**config.mk**
```make
export PLATFORM = sky130hd
export DESIGN_NAME = fault_vector_sequencer_flat
export DESIGN_NICKNAME = d
export VERILOG_FILES = /design/src/rtl/fault_vector_sequencer_if.sv /design/src/rtl/fault_vector_sequencer.sv /design/src/flat_wrapper.sv
export SDC_FILE = /design/constraint.sdc
export NUM_CORES = 1
export LEC_CHECK = 0
export CAP_MARGIN = 5
export CORE_MARGIN = 4
export CORE_UTILIZATION = 55
export CTS_CLUSTER_DIAMETER = 40
export DETAILED_ROUTE_END_ITERATION = 8
export GPL_TIMING_DRIVEN = 0
export HOLD_SLACK_MARGIN = 0.03
export PLACE_DENSITY = 0.81
export SLEW_MARGIN = 5
export SYNTH_ARGS = -nofsm -noshare
export SYNTH_HDL_FRONTEND = slang
export SYNTH_SLANG_ARGS = --single-unit
```
**constraint.sdc**
```tcl
create_clock -name clk -period 3.6 [get_ports clk]
set_input_delay 0.72 -clock clk [delete_from_list [all_inputs] [get_ports clk]]
set_output_delay 0.72 -clock clk [all_outputs]
set_load 0.01 [all_outputs]
```
**src/rtl/fault_vector_sequencer_if.sv**
```systemverilog
// Bundle between the vector loader / circuit pair and the fault vector sequencer.
// load_en and start are single-cycle qualifiers with no backpressure: they act only when busy is low, at the edge where they are high.
interface fault_vector_sequencer_if #(
  parameter int IN_W  = 3,
  parameter int OUT_W = 1,
  parameter int DEPTH = 8
);
  localparam int AW = $clog2(DEPTH);

  logic            load_en;
  logic [AW-1:0]   load_addr;
  logic [IN_W-1:0] load_data;
  logic [AW:0]     num_vec;
  logic            start;
  logic [IN_W-1:0] stim_out;
  logic [OUT_W-1:0] true_out;
  logic [OUT_W-1:0] fault_out;
  logic            busy;
  logic            done;
  logic            detect_pulse;
  logic [AW-1:0]   det_idx;
  logic            detected;
  logic [AW:0]     det_count;
  logic [AW-1:0]   first_det_idx;

  modport master (
    output load_en, load_addr, load_data, num_vec, start, true_out, fault_out,
    input  stim_out, busy, done, detect_pulse, det_idx, detected, det_count, first_det_idx
  );

  modport slave (
    input  load_en, load_addr, load_data, num_vec, start, true_out, fault_out,
    output stim_out, busy, done, detect_pulse, det_idx, detected, det_count, first_det_idx
  );
endinterface

```
**src/rtl/fault_vector_sequencer.sv**
```systemverilog
// Applies stored vectors to a true/faulty circuit pair, holds each SETTLE+1 cycles,
// and records how many vectors exposed the fault and which one did so first.
module fault_vector_sequencer #(
  parameter int IN_W   = 3,
  parameter int OUT_W  = 1,
  parameter int DEPTH  = 8,
  parameter int SETTLE = 1
) (
  input  logic                     clk,
  input  logic                     rst_n,
  fault_vector_sequencer_if.slave  bus,
  output logic [1:0]               state_o
);
  localparam int AW = $clog2(DEPTH);
  localparam int NW = AW + 1;
  localparam int CW = $clog2(SETTLE + 2);

  typedef enum logic [1:0] {
    S_IDLE  = 2'd0,
    S_APPLY = 2'd1,
    S_DONE  = 2'd2
  } state_t;

  state_t          state_q, state_d;
  logic [AW-1:0]   idx_q, idx_d;
  logic [CW-1:0]   cnt_q, cnt_d;
  logic [NW-1:0]   nvec_q, nvec_d;
  logic [IN_W-1:0] stim_q, stim_d;
  logic            pulse_q, pulse_d;
  logic [AW-1:0]   det_idx_q, det_idx_d;
  logic            detected_q, detected_d;
  logic [NW-1:0]   count_q, count_d;
  logic [AW-1:0]   first_q, first_d;

  logic [IN_W-1:0] mem [DEPTH];

  logic            busy;
  logic            mismatch;
  logic            last_vec;
  logic [AW-1:0]   idx_nx;
  logic [NW-1:0]   nvec_clamp;
  logic [IN_W-1:0] mem0_fwd;

  assign busy       = (state_q == S_APPLY);
  assign mismatch   = |(bus.true_out ^ bus.fault_out);
  assign last_vec   = (({1'b0, idx_q} + NW'(1)) == nvec_q);
  assign idx_nx     = idx_q + AW'(1);
  assign nvec_clamp = (bus.num_vec > NW'(DEPTH)) ? NW'(DEPTH) : bus.num_vec;
  // A write landing on the start edge must be seen by the first vector.
  assign mem0_fwd   = (bus.load_en && (bus.load_addr == '0)) ? bus.load_data : mem[0];

  always_ff @(posedge clk) begin
    if (bus.load_en && !busy && (int'(bus.load_addr) < DEPTH)) begin
      mem[bus.load_addr] <= bus.load_data;
    end
  end

  always_comb begin
    state_d    = state_q;
    idx_d      = idx_q;
    cnt_d      = cnt_q;
    nvec_d     = nvec_q;
    stim_d     = stim_q;
    pulse_d    = 1'b0;
    det_idx_d  = '0;
    detected_d = detected_q;
    count_d    = count_q;
    first_d    = first_q;

    case (state_q)
      S_IDLE, S_DONE: begin
        if (bus.start) begin
          detected_d = 1'b0;
          count_d    = '0;
          first_d    = '0;
          idx_d      = '0;
          cnt_d      = '0;
          nvec_d     = nvec_clamp;
          if (nvec_clamp == '0) begin
            state_d = S_DONE;
          end else begin
            state_d = S_APPLY;
            stim_d  = mem0_fwd;
          end
        end
      end
      S_APPLY: begin
        if (cnt_q == CW'(SETTLE)) begin
          cnt_d = '0;
          if (mismatch) begin
            pulse_d   = 1'b1;
            det_idx_d = idx_q;
            count_d   = count_q + NW'(1);
            if (!detected_q) begin
              detected_d = 1'b1;
              first_d    = idx_q;
            end
          end
          if (last_vec) begin
            state_d = S_DONE;
          end else begin
            idx_d  = idx_nx;
            stim_d = mem[idx_nx];
          end
        end else begin
          cnt_d = cnt_q + CW'(1);
        end
      end
      default: state_d = S_IDLE;
    endcase
  end

  always_ff @(posedge clk) begin
    if (!rst_n) begin
      state_q    <= S_IDLE;
      idx_q      <= '0;
      cnt_q      <= '0;
      nvec_q     <= '0;
      stim_q     <= '0;
      pulse_q    <= 1'b0;
      det_idx_q  <= '0;
      detected_q <= 1'b0;
      count_q    <= '0;
      first_q    <= '0;
    end else begin
      state_q    <= state_d;
      idx_q      <= idx_d;
      cnt_q      <= cnt_d;
      nvec_q     <= nvec_d;
      stim_q     <= stim_d;
      pulse_q    <= pulse_d;
      det_idx_q  <= det_idx_d;
      detected_q <= detected_d;
      count_q    <= count_d;
      first_q    <= first_d;
    end
  end

  assign bus.stim_out      = stim_q;
  assign bus.busy          = busy;
  assign bus.done          = (state_q == S_DONE);
  assign bus.detect_pulse  = pulse_q;
  assign bus.det_idx       = det_idx_q;
  assign bus.detected      = detected_q;
  assign bus.det_count     = count_q;
  assign bus.first_det_idx = first_q;
  assign state_o           = state_q;
endmodule

```
**src/flat_wrapper.sv**
```systemverilog
// flat-port wrapper written by rule: the top's interface ports become plain ports
module fault_vector_sequencer_flat 
#(
  parameter int IN_W   = 3,
  parameter int OUT_W  = 1,
  parameter int DEPTH  = 8,
  parameter int SETTLE = 1
)
  (clk, rst_n, state_o, bus_load_en, bus_load_addr, bus_load_data, bus_num_vec, bus_start, bus_true_out, bus_fault_out, bus_stim_out, bus_busy, bus_done, bus_detect_pulse, bus_det_idx, bus_detected, bus_det_count, bus_first_det_idx);
  fault_vector_sequencer_if #(.IN_W(IN_W), .OUT_W(OUT_W), .DEPTH(DEPTH)) bus_i ();
  input  logic clk;
  input  logic rst_n;
  output logic [1:0] state_o;
  input wire logic [$bits(bus_i.load_en)-1:0] bus_load_en;
  input wire logic [$bits(bus_i.load_addr)-1:0] bus_load_addr;
  input wire logic [$bits(bus_i.load_data)-1:0] bus_load_data;
  input wire logic [$bits(bus_i.num_vec)-1:0] bus_num_vec;
  input wire logic [$bits(bus_i.start)-1:0] bus_start;
  input wire logic [$bits(bus_i.true_out)-1:0] bus_true_out;
  input wire logic [$bits(bus_i.fault_out)-1:0] bus_fault_out;
  output wire logic [$bits(bus_i.stim_out)-1:0] bus_stim_out;
  output wire logic [$bits(bus_i.busy)-1:0] bus_busy;
  output wire logic [$bits(bus_i.done)-1:0] bus_done;
  output wire logic [$bits(bus_i.detect_pulse)-1:0] bus_detect_pulse;
  output wire logic [$bits(bus_i.det_idx)-1:0] bus_det_idx;
  output wire logic [$bits(bus_i.detected)-1:0] bus_detected;
  output wire logic [$bits(bus_i.det_count)-1:0] bus_det_count;
  output wire logic [$bits(bus_i.first_det_idx)-1:0] bus_first_det_idx;
  assign bus_i.load_en = bus_load_en;
  assign bus_i.load_addr = bus_load_addr;
  assign bus_i.load_data = bus_load_data;
  assign bus_i.num_vec = bus_num_vec;
  assign bus_i.start = bus_start;
  assign bus_i.true_out = bus_true_out;
  assign bus_i.fault_out = bus_fault_out;
  assign bus_stim_out = bus_i.stim_out;
  assign bus_busy = bus_i.busy;
  assign bus_done = bus_i.done;
  assign bus_detect_pulse = bus_i.detect_pulse;
  assign bus_det_idx = bus_i.det_idx;
  assign bus_detected = bus_i.detected;
  assign bus_det_count = bus_i.det_count;
  assign bus_first_det_idx = bus_i.first_det_idx;
  fault_vector_sequencer #(.IN_W(IN_W), .OUT_W(OUT_W), .DEPTH(DEPTH), .SETTLE(SETTLE)) u_core (.clk(clk), .rst_n(rst_n), .bus(bus_i), .state_o(state_o));
endmodule
```
# Yosys cells after proc, flatten, opt, wreduce, memory -nomap -nowiden
# Memories as Yosys holds them, arrays and structs flattened.
# Cells that the tools add are included.
# totals
register_bits	26
ramBits	24
input_bits	16
output_inout_bits	19
wordCells	79
mem_count	1
# classes
addsub	4
n_lt_le_gt_ge	1
n_eq_ne	11
mux	34
bitwise	1
reduce_logical	17
# mem_list
memory	words	word_bits	rd	rd_ports_with_merged_regs	wr	line_no	rtl
u_core.mem	8	3	2	0	1	fault_vector_sequencer.sv:35	logic [IN_W-1:0] mem [DEPTH];
# ops
cell	n
$mux W3	11
$pmux W3 S2	3
$mux W4	4
$ne A2 B2 Y1 const B	7
$mux W2	6
$reduce_and A4 Y1	3
$reduce_and A5 Y1	2
$pmux W2 S2	2
$pmux W4 S2	1
$mux W1	6
$reduce_and A3 Y1	2
$add A3 B1 Y4 const B	1
$add A4 B1 Y4 const B	1
$eq A2 B1 Y1 const B	2
$eq A4 B4 Y1	1
$gt A4 B4 Y1 const B	1
$logic_not A4 Y1	1
$reduce_and A2 Y1	2
$add A3 B1 Y3 const B	1
$logic_not A3 Y1	1
$add A2 B1 Y2 const B	1
$eq A2 B2 Y1 const B	1
$logic_and A1 B1 Y1	2
$logic_not A2 Y1	1
other kinds (5)	5

# Logic depth before layout (Yosys ltp)
# Gate-level depths: netlist of the first run.
# depth
depth_word	6
mapped_depth	7
ltp_nobuf	6

# Worst setup path after synthesis of the first run
# OpenSTA, ideal clock, no wires.
# synth_timing
kind	flip-flop to flip-flop
startpoint	register u_core.idx_q[0]
endpoint	register u_core.state_q[1], in the netlist u_core.state_o[1]
setup_time_ns	0.096
arrival_time_ns	1.715
t_required_ns	3.504
setup_slack_ns	1.790
path_stages_with_launch	7
path_buffers	0
synth_period_minus_slack_ns	1.810
cell_sequence	dfxtp_1 > ha_1 > xor2_1 > and4_4 > nor2_2 > o41a_1 > o41ai_2
# synth_via
elab_chain_len	4
# synth_rtl
element	line_no	rtl
start: declaration	fault_vector_sequencer.sv:25	logic [AW-1:0] idx_q, idx_d;
start signal: assignment	fault_vector_sequencer.sv:127	idx_q <= idx_d;
$add A3 B1 Y4	fault_vector_sequencer.sv:46	assign last_vec = (({1'b0, idx_q} + NW'(1)) == nvec_q);
$eq A4 B4 Y1	fault_vector_sequencer.sv:46	
$ne A2 B2 Y1 (no source line)	--	
$reduce_and A3 Y1 (no source line)	--	
end signal: assignment	fault_vector_sequencer.sv:126	state_q <= state_d;
end: declaration	fault_vector_sequencer.sv:24	state_t state_q, state_d;
# No other way between the ends.
# A chain may end at the register's enable or synchronous reset.

# Final worst setup path of the first run
# layout_timing
startpoint	register u_core.state_q[1], in the netlist u_core.state_o[1]
endpoint	output bus_busy
# layout_via
elab_chain_len	1
# layout_rtl
element	line_no	rtl
$eq A2 B1 Y1	fault_vector_sequencer.sv:44	assign busy = (state_q == S_APPLY);
end: declaration	flat_wrapper.sv:22	output wire logic [$bits(bus_i.busy)-1:0] bus_busy;
# No other way between the ends.

==> results.py, run 1 <==
metrics = {
    "synthesis": {
        "synth_warnings": 0,
        "yosysUniqueCellTypes": 49,
        "ys_seq_area_frac": 0.549,
        "syn_inst": 197,
        "synthArstFlopShare": 0,
        "syn_nets": 215,
        "ys_seq_elements": 50,
        "synth_top_area_share": 0.319,
        "synthFlopType": "dfxtp_1",
        "syn_area_per_cell_sq_um": 11.5,
        "synth-edff-count": 24,
        "yosys-top-cells-area": "edfxtp_1, dfxtp_1, mux4_2, mux2i_1, a21oi_1",
        "synth_common_cells": "dfxtp_1, edfxtp_1, a21oi_1, nand2_1, nor2_1",
        "synth_area_leader_cell": "edfxtp_1",
        "synth_area_sq_mm": 0.00226,
        "yosysMostFrequentCell": "dfxtp_1",
    },
    "clocking": {
        "postCtsHoldBufs": 0,
        "postCtsSetupRepairBufs": 0,
        "clk_path_buf_depth": 2,
        "cts_tree": "done",
        "path_clk_slew_ns": 0.09,
        "htreeDepth": 2,
        "cts_resized": 0,
        "cts_root_buf": "clkbuf_8",
        "cts.sinks": 50,
        "numCtsBuffers": 5,
        "insertion_delay_ns": 0.30,
    },
    "place": {
        "gp_congestion": 0.816,
        "post-place-ws_ns": 1.10,
        "dp.cells": 281,
        "port_buffers": 34,
        "place.detailed.hpwl_um": 3580,
    },
    "layout": {
        "multi_input_area_sq_um": 972,
        "nets": 256,
        "final_cells": 289,
        "drive_gt1_frac": 0.0921,
        "antenna_cells": 0,
        "seqCellArea_sq_mm": 0.00124,
        "area_growth_pct": 21.4,
        "n_fill_cell": 328,
    },
    "sta": {
        "hold_violations": 0,
        "fin_setup_tns_ns": 0,
        "max_freq_ghz": 0.397,
        "worst_slew_pin_slew_ns": 0.721,
        "slew_violations": 0,
        "skew_ns": 0.00915,
        "min_period_over_period": 0.699,
        "slew_headroom": 0.512,
        "finalWorstSetupSlack_ns": 1.08,
        "rsz0062_at_grt": "false",
        "setup_viol": 0,
        "min_period_ns": 2.52,
        "fin_hold_ws_ns": 0.469,
    },
    "drt": {
        "vias_per_cell": 5.93,
        "vias": 1715,
        "ant_nets": 0,
        "drtIter0Drc": 144,
        "drc": 0,
        "post_drt_wl_per_cell_um": 16.4,
        "wirelength_um": 4730,
        "drt_first_pass_iters": 4,
    },
    "min_path": {
        "hold_path_class": "register to register",
        "min_from": "u_core.nvec_q[0]",
    },
    "global_routing": {
        "grt_pass1_wl_um": 7760,
        "track_usage": 0.201,
        "antenna_found_initial": 0,
        "grt_max_degree": 15,
        "grt_pass1_vias": 1619,
        "grt-ovfl-total": 0,
    },
    "critical_path": {
        "crit_path_cell_trace": "nand2b_1 > buf_2 > inv_2 > clkdlybuf4s50_1",
        "critical-path-top-delay-family": "buffers and inverters",
        "worstPathRequired_ns": 2.88,
        "cp_slowest_cell": "clkdlybuf4s50_1",
        "endpoint_kind": "output pin",
        "crit_type": "register to output pin",
        "cp_slowest_stage_delay_ns": 0.57,
        "start_kind": "register",
        "worstPathMaxFanout": 9,
        "critPathBufInv": 3,
        "rr_startpoint": "u_core.idx_q[1]",
        "critPathArrivalTime_ns": 1.80,
        "cp-startpoint": "u_core.state_o[1]",
    },
    "die": {
        "fp.coreArea_sq_mm": 0.00400,
        "die_area_sq_mm": 0.00520,
        "die_h_um": 72.1,
        "initial_core_util": 0.565,
        "row_count": 23,
        "io_pins": 35,
        "die_x_um": 72.1,
    },
    "status": {
        "outcome": "finished clean",
    },
    "power": {
        "p_per_area_mw_per_mm2": 388,
        "p_leak_nw": 0.955,
        "ir_drop_v": 0.000369,
    },
    "flow_run": {
        "cap_violations": 0,
    },
}
## registers in the layout, indices dropped and copies added (netlist names)
name / flops
u_core.bus.detect_pulse: 1
u_core.nvec_q: 4
u_core.bus.det_count: 4
u_core.state_o: 2
u_core.bus.first_det_idx: 3
u_core.bus.det_idx: 3
u_core.bus.stim_out: 3
u_core.idx_q: 3
u_core.cnt_q: 2
u_core.mem: 24
u_core.bus.detected: 1
## cell families after synthesis
family,count (synthesis),synth area share
and+or+nand+nor,71,0.175
DFF,50,0.549
AOI/OAI and AO/OA,43,0.125
muxes,15,0.100
buffers and inverters,11,0.0210
xor gates and xnor gates,5,0.0194
adders and majority gates,2,0.0111
## layer usage
layer | part of all wire | global-route usage | vias to the layer above | routed length (um)
met3 | 0.071 | 0.0512 | 12 | 338
met1 | 0.41 | 0.272 | 829 | 1950
met4 | 0.028 | 0.0960 | 0 | 134
met5 | 0 | 0 | - | 0
li1 | - | - | 820 | -
met2 | 0.49 | 0.301 | 54 | 2310
## tightest hold or removal path, cell delays in order (launching register included)
cell and delay [ns]:
dfxtp_1 0.33, nand2_1 0.06, a21oi_1 0.05
## final timing paths
kind / depth (start not counted) / slack (ns) / endpoint
setup / recovery: 4 / 1.08 / bus_busy
hold / removal: 2 / 0.47 / u_core.nvec_q[0]
setup reg to reg: 6 / 1.46 / u_core.state_o[1]
hold reg to reg: 2 / 0.47 / u_core.nvec_q[0]
## through the flow
step | utilization | power, W | cell area (sq um)
final | 0.686 | 0.00106 | 2740
after CTS | 0.686 | 0.00107 | 2740
after detailed placement | 0.666 | 0.000771 | 2660
after global routing | 0.686 | 0.00111 | 2740
after floorplan | - | 0.000708 | 2260
after global placement | 0.666 | 0.000767 | 2660
## where the power goes
part | total, W | internal (W) | switching (W) | leakage, nW
logic | 0.000136 | 0.0000623 | 0.0000738 | 0.487
clock network | 0.000306 | 0.000138 | 0.000168 | 0.0395
registers | 0.000622 | 0.000610 | 0.0000120 | 0.429
## cell usage in the layout (no fill, tap or decap), types with 5 or more instances in the layout
master	count
edfxtp_1	24
clkbuf_8	5
clkbuf_1	8
o21ai_1	5
mux2i_1	8
nand3_1	6
a21oi_1	14
dfxtp_1	26
nand3b_1	5
o21ai_0	5
clkdlybuf4s50_1	34
nor2_1	14
nand2b_1	5
mux4_2	6
nand2_1	14
## cell type report
| type | instances | area share |
|---|---|---|
| multi-input combinational | 136 | 0.354 |
| tap | 50 | 0.0228 |
| sequential | 50 | 0.452 |
| timing repair buffer | 34 | 0.124 |
| buffer | 8 | 0.0132 |
| clock buffer | 8 | 0.0292 |
| inverter | 3 | 0.00410 |
Note: power is estimated with default switching activity, not from simulation.
==> run 2, diff against run 1 <==
--- a/config.mk
+++ b/config.mk
@@ -7,12 +7,12 @@
 export LEC_CHECK = 0
 export CAP_MARGIN = 5
 export CORE_MARGIN = 4
-export CORE_UTILIZATION = 55
+export CORE_UTILIZATION = 48
 export CTS_CLUSTER_DIAMETER = 40
 export DETAILED_ROUTE_END_ITERATION = 8
 export GPL_TIMING_DRIVEN = 0
 export HOLD_SLACK_MARGIN = 0.03
-export PLACE_DENSITY = 0.81
+export PLACE_DENSITY = 0.75
 export SLEW_MARGIN = 5
 export SYNTH_ARGS = -nofsm -noshare
 export SYNTH_HDL_FRONTEND = slang
==> constraint.sdc (replaced) <==
create_clock -name clk -period 2.1 [get_ports clk]
set_input_delay 0.42 -clock clk [delete_from_list [all_inputs] [get_ports clk]]
set_output_delay 0.42 -clock clk [all_outputs]
set_load 0.01 [all_outputs]
==> run 2 against run 1 <==
Against the previous run: final cell count up 0.35%; final area grew 1.0%; hold slack lost 0.0014 ns; global-route usage fell by 3.1 points; highest routed layer unchanged; clock power rose by 79%; sequential power rose by 72%; core utilization decreased by 6.2 points; die area up 13%; critical path type is now register to register; count of clock-buffer cells in the layout down 2; via count decreased by 4.7%; clock skew shrank 0.0029 ns; first-iteration DRC count fell by 40%; critical endpoint is now u_core.state_o[1].
==> results.py, run 2 (synthesis results as in run 1) <==
metrics = {
    "sta": {
        "skew_ns": 0.00626,
        "max_freq_ghz": 0.507,
        "fin_setup_tns_ns": 0,
        "slew_violations": 0,
        "hold_violations": 0,
        "slew_headroom": 0.575,
        "setup_viol": 0,
        "min_period_over_period": 0.939,
        "min_period_ns": 1.97,
        "worst_slew_pin_slew_ns": 0.635,
        "rsz0062_at_grt": "false",
    },
    "drt": {
        "top_layer": "met4",
        "ant_nets": 0,
        "met1_length_um": 2190,
        "drtIter0Drc": 87,
        "wl_met3_um": 223,
        "drt_first_pass_iters": 4,
        "wirelength_um": 4590,
        "post_drt_wl_per_cell_um": 15.8,
        "vias": 1634,
        "vias_per_cell": 5.63,
        "drc": 0,
        "wl_met2_um": 2100,
    },
    "die": {
        "io_pins": 35,
        "row_count": 24,
        "die_h_um": 76.6,
        "die_x_um": 76.6,
        "fp.coreArea_sq_mm": 0.00444,
        "die_area_sq_mm": 0.00587,
        "initial_core_util": 0.509,
    },
    "clocking": {
        "htreeDepth": 2,
        "cts.sinks": 50,
        "postCtsHoldBufs": 0,
        "insertion_delay_ns": 0.30,
        "cts_resized": 3,
        "cts_root_buf": "clkbuf_8",
        "path_clk_slew_ns": 0.09,
        "postCtsSetupRepairBufs": 0,
        "cts_tree": "done",
        "numCtsBuffers": 5,
        "clk_path_buf_depth": 2,
    },
    "place": {
        "dp.cells": 283,
        "port_buffers": 34,
        "gp_congestion": 0.876,
        "place.detailed.hpwl_um": 3440,
    },
    "critical_path": {
        "crit_path_cell_trace": "ha_1 > xor2_1 > and4_4 > nor2_2 > o41a_1 > o41ai_2",
        "cp_slowest_stage_delay_ns": 0.41,
        "endpoint_kind": "register",
        "worstPathRequired_ns": 2.31,
        "worstPathMaxFanout": 6,
        "rr_worst_depth": 6,
        "cp_slowest_cell": "o41a_1",
        "start_kind": "register",
        "critPathArrivalTime_ns": 2.18,
        "crit_type": "register to register",
    },
    "layout": {
        "area_growth_pct": 22.6,
        "utilization": 0.624,
        "top_register": "u_core.mem",
        "layout_commonest_cell": "clkdlybuf4s50_1",
        "antenna_cells": 0,
        "largest_reg_flops": 24,
        "nets": 255,
        "layout_common_cells": "clkdlybuf4s50_1, edfxtp_1, dfxtp_1",
        "drive_gt1_frac": 0.126,
        "final_cells": 290,
    },
    "global_routing": {
        "grt_pass1_wl_um": 7830,
        "grt-ovfl-total": 0,
        "track_usage": 0.169,
        "antenna_found_initial": 0,
        "grt_pass1_vias": 1561,
        "grt_max_degree": 17,
    },
    "power": {
        "p_leak_nw": 0.982,
        "ir_drop_v": 0.000403,
        "p_per_area_mw_per_mm2": 668,
    },
    "flow_run": {
        "cap_violations": 0,
    },
    "status": {
        "outcome": "finished clean",
    },
    "min_path": {
        "hold_path_class": "register to register",
        "min_path_cells": 2,
    },
}
## run 2: metrics by stage
stage / total power (W) / setup WS, ns / instance area, sq um / hold slack (ns)
2_1_floorplan: 0.00121 / 0.290 / 2260 / 0.443
3_3_place_gp: 0.00132 / -0.0703 / 2670 / 0.456
3_5_place_dp: 0.00132 / -0.0952 / 2670 / 0.459
4_1_cts: 0.00186 / 0.00480 / 2760 / 0.471
5_1_grt: 0.00195 / 0.0111 / 2770 / 0.497
6_report: 0.00185 / 0.129 / 2770 / 0.468
## run 2: metal layers
layer | GRT usage | vias up
met1 | 0.240 | 769
met5 | 0 | -
met4 | 0.0652 | 0
met2 | 0.256 | 34
met3 | 0.0331 | 7
li1 | - | 824
## run 2: final cells by class
cell class,instances,area (sq um)
Timing Repair Buffer,34,343
Buffer,7,36.3
Inverter,3,13.8
Sequential cell,50,1240
Fill cell,363,1670
Tap cell,52,65.1
Multi-Input combinational cell,136,983
Clock buffer,6,72.6
Clock inverter,2,13.8
## run 2: worst max-delay path, delay by kind of cell, from the launching register on
family	cells	cell delay, ns
fa+ha+maj	1	0.25
flops	1	0.39
compound gates	2	0.68
xor+xnor	1	0.23
simple gates	2	0.32
## run 2: final timing paths
kind / from / to / slack [ns]
max: u_core.idx_q[1] / u_core.state_o[1] / 0.13
min reg2reg: u_core.nvec_q[0] / u_core.nvec_q[0] / 0.47
min: u_core.nvec_q[0] / u_core.nvec_q[0] / 0.47
max reg2reg: u_core.idx_q[1] / u_core.state_o[1] / 0.13
## run 2: where the power goes
group | internal [W] | leakage [nW] | switching (W)
Clock | 0.000238 | 0.0456 | 0.000311
Sequential | 0.00105 | 0.430 | 0.0000207
Combinational | 0.000110 | 0.507 | 0.000126
==> run 3, diff against run 2 <==
--- a/config.mk
+++ b/config.mk
@@ -5,6 +5,7 @@
 export SDC_FILE = /design/constraint.sdc
 export NUM_CORES = 1
 export LEC_CHECK = 0
+export ABC_CLOCK_PERIOD_IN_PS = 2100
 export CAP_MARGIN = 5
 export CORE_MARGIN = 4
 export CORE_UTILIZATION = 48
==> results of run 3 <==
Same layout as run 2: the final DEF is identical, and so are final timing and power.
